## src/rtl/mem_arbiter_pkg.sv

```systemverilog
// Shared types for the icache/dcache memory arbiter: RAM word, RAM handshake state
// and the arbiter FSM encoding.
package mem_arbiter_pkg;

    typedef logic [31:0] word_t;

    typedef enum logic [1:0] {
        FREE   = 2'd0,
        BUSY   = 2'd1,
        ACCESS = 2'd2,
        ERROR  = 2'd3
    } ramstate_t;

    typedef enum logic [1:0] {
        IDLE = 2'd0,
        IGNT = 2'd1,
        DGNT = 2'd2
    } arb_state_t;

endpackage

```

## src/rtl/arb_starve_ctr.sv

```systemverilog
// Saturating counter of consecutive cycles the icache has been kept waiting.
// Clear beats increment; sat is high once the count reaches LIMIT.
module arb_starve_ctr #(
    parameter int LIMIT = 8
) (
    input  logic CLK,
    input  logic nRST,
    input  logic inc,
    input  logic clr,
    output logic sat
);

    localparam int W = $clog2(LIMIT + 1);

    logic [W-1:0] count;

    assign sat = (count == W'(LIMIT));

    always_ff @(posedge CLK or negedge nRST) begin
        if (!nRST)
            count <= '0;
        else if (clr)
            count <= '0;
        else if (inc && !sat)
            count <= count + 1'b1;
    end

endmodule

```

## src/rtl/mem_arbiter.sv

```systemverilog
// Single-port RAM arbiter between icache fills and dcache reads/writes.
// Dcache has priority unless the icache has starved for STARVE_LIMIT cycles.
module mem_arbiter
    import mem_arbiter_pkg::*;
#(
    parameter int STARVE_LIMIT = 8
) (
    input  logic      CLK,
    input  logic      nRST,
    input  logic      iREN,
    input  word_t     iaddr,
    output word_t     iload,
    output logic      iwait,
    input  logic      dREN,
    input  logic      dWEN,
    input  word_t     daddr,
    input  word_t     dstore,
    output word_t     dload,
    output logic      dwait,
    output logic      ramREN,
    output logic      ramWEN,
    output word_t     ramaddr,
    output word_t     ramstore,
    input  word_t     ramload,
    input  ramstate_t ramstate,
    output logic      ram_err
);

    arb_state_t state, next_state;
    logic       d_req;
    logic       starve_sat;
    logic       starve_inc;
    logic       starve_clr;
    logic       granted;

    assign d_req   = dREN | dWEN;
    assign granted = (state == IGNT) || (state == DGNT);

    // Counting stops while the icache holds the grant; a dropped request or a
    // fresh icache grant restarts the starvation window.
    assign starve_inc = iREN && (state != IGNT);
    assign starve_clr = !iREN || ((state != IGNT) && (next_state == IGNT));

    arb_starve_ctr #(
        .LIMIT (STARVE_LIMIT)
    ) u_starve (
        .CLK  (CLK),
        .nRST (nRST),
        .inc  (starve_inc),
        .clr  (starve_clr),
        .sat  (starve_sat)
    );

    always_ff @(posedge CLK or negedge nRST) begin
        if (!nRST)
            state <= IDLE;
        else
            state <= next_state;
    end

    always_ff @(posedge CLK or negedge nRST) begin
        if (!nRST)
            ram_err <= 1'b0;
        else if (granted && (ramstate == ERROR))
            ram_err <= 1'b1;
    end

    always_comb begin
        next_state = state;
        iwait      = 1'b1;
        dwait      = 1'b1;
        iload      = '0;
        dload      = '0;
        ramREN     = 1'b0;
        ramWEN     = 1'b0;
        ramaddr    = '0;
        ramstore   = '0;

        case (state)
            IDLE: begin
                if (starve_sat && iREN)
                    next_state = IGNT;
                else if (d_req)
                    next_state = DGNT;
                else if (iREN)
                    next_state = IGNT;
            end

            IGNT: begin
                ramREN  = 1'b1;
                ramaddr = iaddr;
                // A flush aborts even if the RAM finishes this cycle; the fill is discarded.
                if (!iREN)
                    next_state = IDLE;
                else if (ramstate == ACCESS) begin
                    iwait      = 1'b0;
                    iload      = ramload;
                    next_state = IDLE;
                end
            end

            DGNT: begin
                ramREN   = dREN & ~dWEN;
                ramWEN   = dWEN;
                ramaddr  = daddr;
                ramstore = dstore;
                if (!d_req)
                    next_state = IDLE;
                else if (ramstate == ACCESS) begin
                    dwait      = 1'b0;
                    dload      = dWEN ? '0 : ramload;
                    next_state = IDLE;
                end
            end

            default: next_state = IDLE;
        endcase
    end

endmodule

```

## config.mk

```make
export PLATFORM = sky130hd
export DESIGN_NAME = mem_arbiter
export DESIGN_NICKNAME = d
export VERILOG_FILES = /design/src/rtl/mem_arbiter_pkg.sv /design/src/rtl/arb_starve_ctr.sv /design/src/rtl/mem_arbiter.sv
export SDC_FILE = /design/constraint.sdc
export NUM_CORES = 1
export LEC_CHECK = 0
export CAP_MARGIN = 20
export CORE_AREA = 2 2 103 105
export DETAILED_ROUTE_END_ITERATION = 12
export DIE_AREA = 0 0 105 107
export GPL_ROUTABILITY_DRIVEN = 0
export PLACE_DENSITY = 0.75
export REMOVE_ABC_BUFFERS = 1
export SLEW_MARGIN = 40
export SYNTH_ARGS = -nofsm -noshare
export SYNTH_HDL_FRONTEND = slang
export SYNTH_SLANG_ARGS = --single-unit
```

## constraint.sdc

```tcl
create_clock -name CLK -period 2.6 [get_ports CLK]
set_clock_uncertainty 0.05 [all_clocks]
set_input_delay 0.52 -clock CLK [delete_from_list [all_inputs] [get_ports CLK]]
set_output_delay 0.52 -clock CLK [all_outputs]
set_load 0.01 [all_outputs]
```

==> results.py, run 1 <==
metrics = {
    "global_routing": {
        "grt_first_pass_wirelength_um": 16500,
        "first_global_vias": 2883,
        "grt_start_max_net_pins": 35,
        "grt.total_usage": 0.182,
        "global_route.overflow_total": 0,
        "grt_antenna_before_repair": 0,
    },
    "setup_path": {
        "crit_path_max_incr_delay_ns": 0.41,
        "worst_r2r_startpoint": "state[0]",
        "length_in_cells_of_the_worst_reg_to_reg_path": 9,
        "regToRegEndpoint": "u_starve.count[1]",
        "slowest_stage_cell_crit_path": "clkdlybuf4s50_1",
        "worstPathCellList": "clkdlybuf4s50_1 -> and2b_4 -> nor2b_4 -> buf_6 -> clkbuf_16 -> and2_1 -> clkdlybuf4s15_1",
        "setup.worst_path.start_class": "input pin",
        "crit_path_end_kind": "primary output",
        "crit_path_max_fanout": 16,
        "critPathRequiredTime_ns": 2.03,
        "setup.worst_path.class": "input pin to primary output",
        "reg2reg_setup_slack_ns": 0.43,
        "arrival_ns": 2.05,
    },
    "yosys": {
        "synthFlopType": "dfrtp_1",
        "unique_cell_type_count_in_the_yosys_netlist": 37,
        "postSynthRegisterBits": 7,
        "yosys_warnings": 0,
        "netlist_instances": 244,
        "synth.cells.most_frequent": "and2_1 (66), nor2b_1 (33), a22oi_1 (32), and3_1 (32), clkbuf_1 (19)",
        "syn_area_sq_mm": 0.00171,
        "yosysTopAreaCellShare": 0.242,
        "postSynth.asyncResetShare": 1.00,
        "post-synth-top-area-cell": "and2_1",
        "yosys.cell_count.top_type": "and2_1",
        "synth_area_per_cell_sq_um": 6.99,
        "ys_top_cells_by_area": "and2_1 (24%), a22oi_1 (14%), nor2b_1 (12%), and3_1 (12%), dfrtp_1 (10%)",
        "number_of_enable_type_register_cells_in_the_synthesized_netlist": 0,
        "yosysSeqAreaShare": 0.103,
    },
    "place": {
        "dp_hpwl_um": 8890,
        "place.detailed.instances": 635,
        "placement.setup.worst_slack_ns": -0.283,
        "port-buffer-count": 267,
    },
    "floorplan": {
        "floorplan.die_area_sq_mm": 0.0112,
        "die_x_um": 105,
        "core-area_sq_mm": 0.0101,
        "initial_utilization": 0.169,
        "boundaryPins": 268,
        "die_h_um": 107,
        "row_count": 37,
    },
    "power_and_ir_drop": {
        "power_per_cell_area_mw_per_mm2": 517,
        "ir_worst_vdd_uv": 279,
        "static_power_due_to_leakage_nw": 3.02,
        "finalPower_mw": 2.53,
    },
    "sta": {
        "final_min_period_over_clock_period": 1.01,
        "setup_slack_ns": -0.0187,
        "setup_viol": 1,
        "rsz0062_at_grt": "yes",
        "clock.fmax_mhz": 382,
        "fin_crit_ns": 2.62,
        "finalHoldViolCount": 0,
        "timing.slew.headroom": 0.775,
        "worst-slew-pin-transition_ns": 0.336,
        "timing_max_transition_violations_final": 0,
    },
    "cells_and_area": {
        "layout-drive-gt1-share": 0.104,
        "num_antenna_cells": 0,
        "postLayoutCoreUtil": 0.484,
        "post_route_insts_no_fill": 647,
        "layout-area-overhead-vs-synth_pct": 187,
        "n_fill_cell": 964,
        "final_nets": 653,
    },
    "min_path": {
        "hp-class": "flop to flop",
        "hold_depth": 1,
        "worstHoldEndpoint": "ram_err",
        "worst_hold_start": "ram_err",
    },
    "route": {
        "post-route-drc-count": 0,
        "detail-route-antenna-nets": 0,
        "drt_iter0_drc": 185,
        "routed_wire_length_per_instance_um": 18.0,
        "via_count": 2874,
        "totalWireLength_um": 11600,
        "drt_pass1_iterations": 4,
        "routed_via_density": 4.44,
    },
    "job": {
        "max-cap-violations": 0,
    },
    "cts": {
        "clk_pin_slew_ns": 0.04,
        "htree_levels": 1,
        "cts_buffer_depth": 2,
        "clockRootBuffer": "clkbuf_8",
        "cts_buf_count": 3,
        "tritoncts": "done",
        "holdBufCountCts": 0,
        "cts_sink_cnt": 7,
        "clock_latency_ns": 0.22,
    },
    "run_status": {
        "failed_checks": "setup timing",
        "status": "complete, but fails checks",
    },
}
metal layers:
layer  up-vias  GRT usage  wire (um)
met5         -          0          0
met4         0     0.0257        114
met3         8     0.0407        874
met2       146      0.331       5820
met1      1346      0.225       4810
li1       1374          -          -
kinds of logic after synthesis:
logic type	after synthesis	synth area share
flip-flops	7	0.103
AND/OR/NAND/NOR	151	0.549
adder cells (fa/ha/maj)	6	0.0440
buffers and inverters	31	0.0807
AO/OA/AOI/OAI	49	0.224
report_power, final:
group	internal (mW)	switching [mW]	leakage, nW
registers	0.136	0.0388	0.0852
clock network	0.106	0.0439	0.0228
logic	1.23	0.978	2.91
repair_timing:
| item | CTS | global route |
|---|---|---|
| gates cloned | 1 | 3 |
| setup endpoints to repair | 93 | 64 |
| buffers inserted | 0 | 4 |
| endpoints found under the hold margin | 0 | 0 |
| gates resized for setup | 52 | 91 |
worst max-delay path: cells and delay by family:
kind                   cells  cell delay (ns)
and+or+nand+nor            3             0.61
buffers and inverters      4             0.91
cells in the final DEF (no fill, tap or decap), types with 2 or more instances in the layout:
master and instances:
clkdlybuf4s50_1 170, and2_1 66, dlymetal6s2s_1 55, a22oi_1 32, nor2b_1 32, and3_1 32, dlygate4sd2_1 25, clkbuf_2 14
buf_4 9, buf_12 7, inv_1 5, nand2_1 5, dfrtp_1 5, nor2_1 3, nand3_1 3, ha_4 3
ha_1 3, clkbuf_8 3, clkbuf_16 3, inv_2 2, a21o_1 2, a21oi_1 2, a21boi_1 2, o211ai_1 2
clkdlybuf4s15_1 2, dfrtp_2 2
final cells by class:
class | count | area [sq um] | share of cell area
Tap cell | 136 | 170 | 0.0348
Multi-Input combinational cell | 206 | 1440 | 0.295
Inverter | 7 | 26.3 | 0.00538
Sequential cell | 7 | 178 | 0.0364
Clock buffer | 4 | 45.0 | 0.00922
Timing Repair Buffer | 287 | 3030 | 0.619
registers in the layout (all words and copies together) (netlist names):
| signal | flops |
|---|---|
| ram_err | 1 |
| state | 2 |
| u_starve.count | 4 |
worst max-delay path by stage:
stage	start	end	slack [ns]
floorplan	state[1]	iload[0]	-0.47
global placement	ramstate[0]	iload[9]	-0.26
detailed placement	ramstate[0]	iload[6]	-0.28
CTS	ramstate[0]	iload[18]	-0.18
global route	ramstate[0]	iload[2]	-0.06
finish	ramstate[0]	iload[2]	-0.02
metrics by stage:
| step | TNS, ns | hold WS [ns] | instance area [sq um] |
|---|---|---|---|
| 5_1_grt | -0.0678 | 0.440 | 4890 |
| 3_5_place_dp | -13.55 | 0.417 | 4600 |
| 6_report | -0.0187 | 0.427 | 4890 |
| 2_1_floorplan | -27.74 | 0.174 | 1590 |
| 4_1_cts | -3.68 | 0.429 | 4670 |
| 3_3_place_gp | -12.15 | 0.403 | 4600 |
Note: power is estimated with default switching activity, not from simulation.
==> inputs of run 2 (changes only) <==
--- a/config.mk
+++ b/config.mk
@@ -5,8 +5,10 @@
 export SDC_FILE = /design/constraint.sdc
 export NUM_CORES = 1
 export LEC_CHECK = 0
+export ABC_AREA = 0
 export CAP_MARGIN = 20
 export CORE_AREA = 2 2 103 105
+export CTS_CLUSTER_DIAMETER = 60
 export DETAILED_ROUTE_END_ITERATION = 12
 export DIE_AREA = 0 0 105 107
 export GPL_ROUTABILITY_DRIVEN = 0
==> results of run 2 <==
Same layout as run 1: the final DEF is identical, and so are final timing and power.
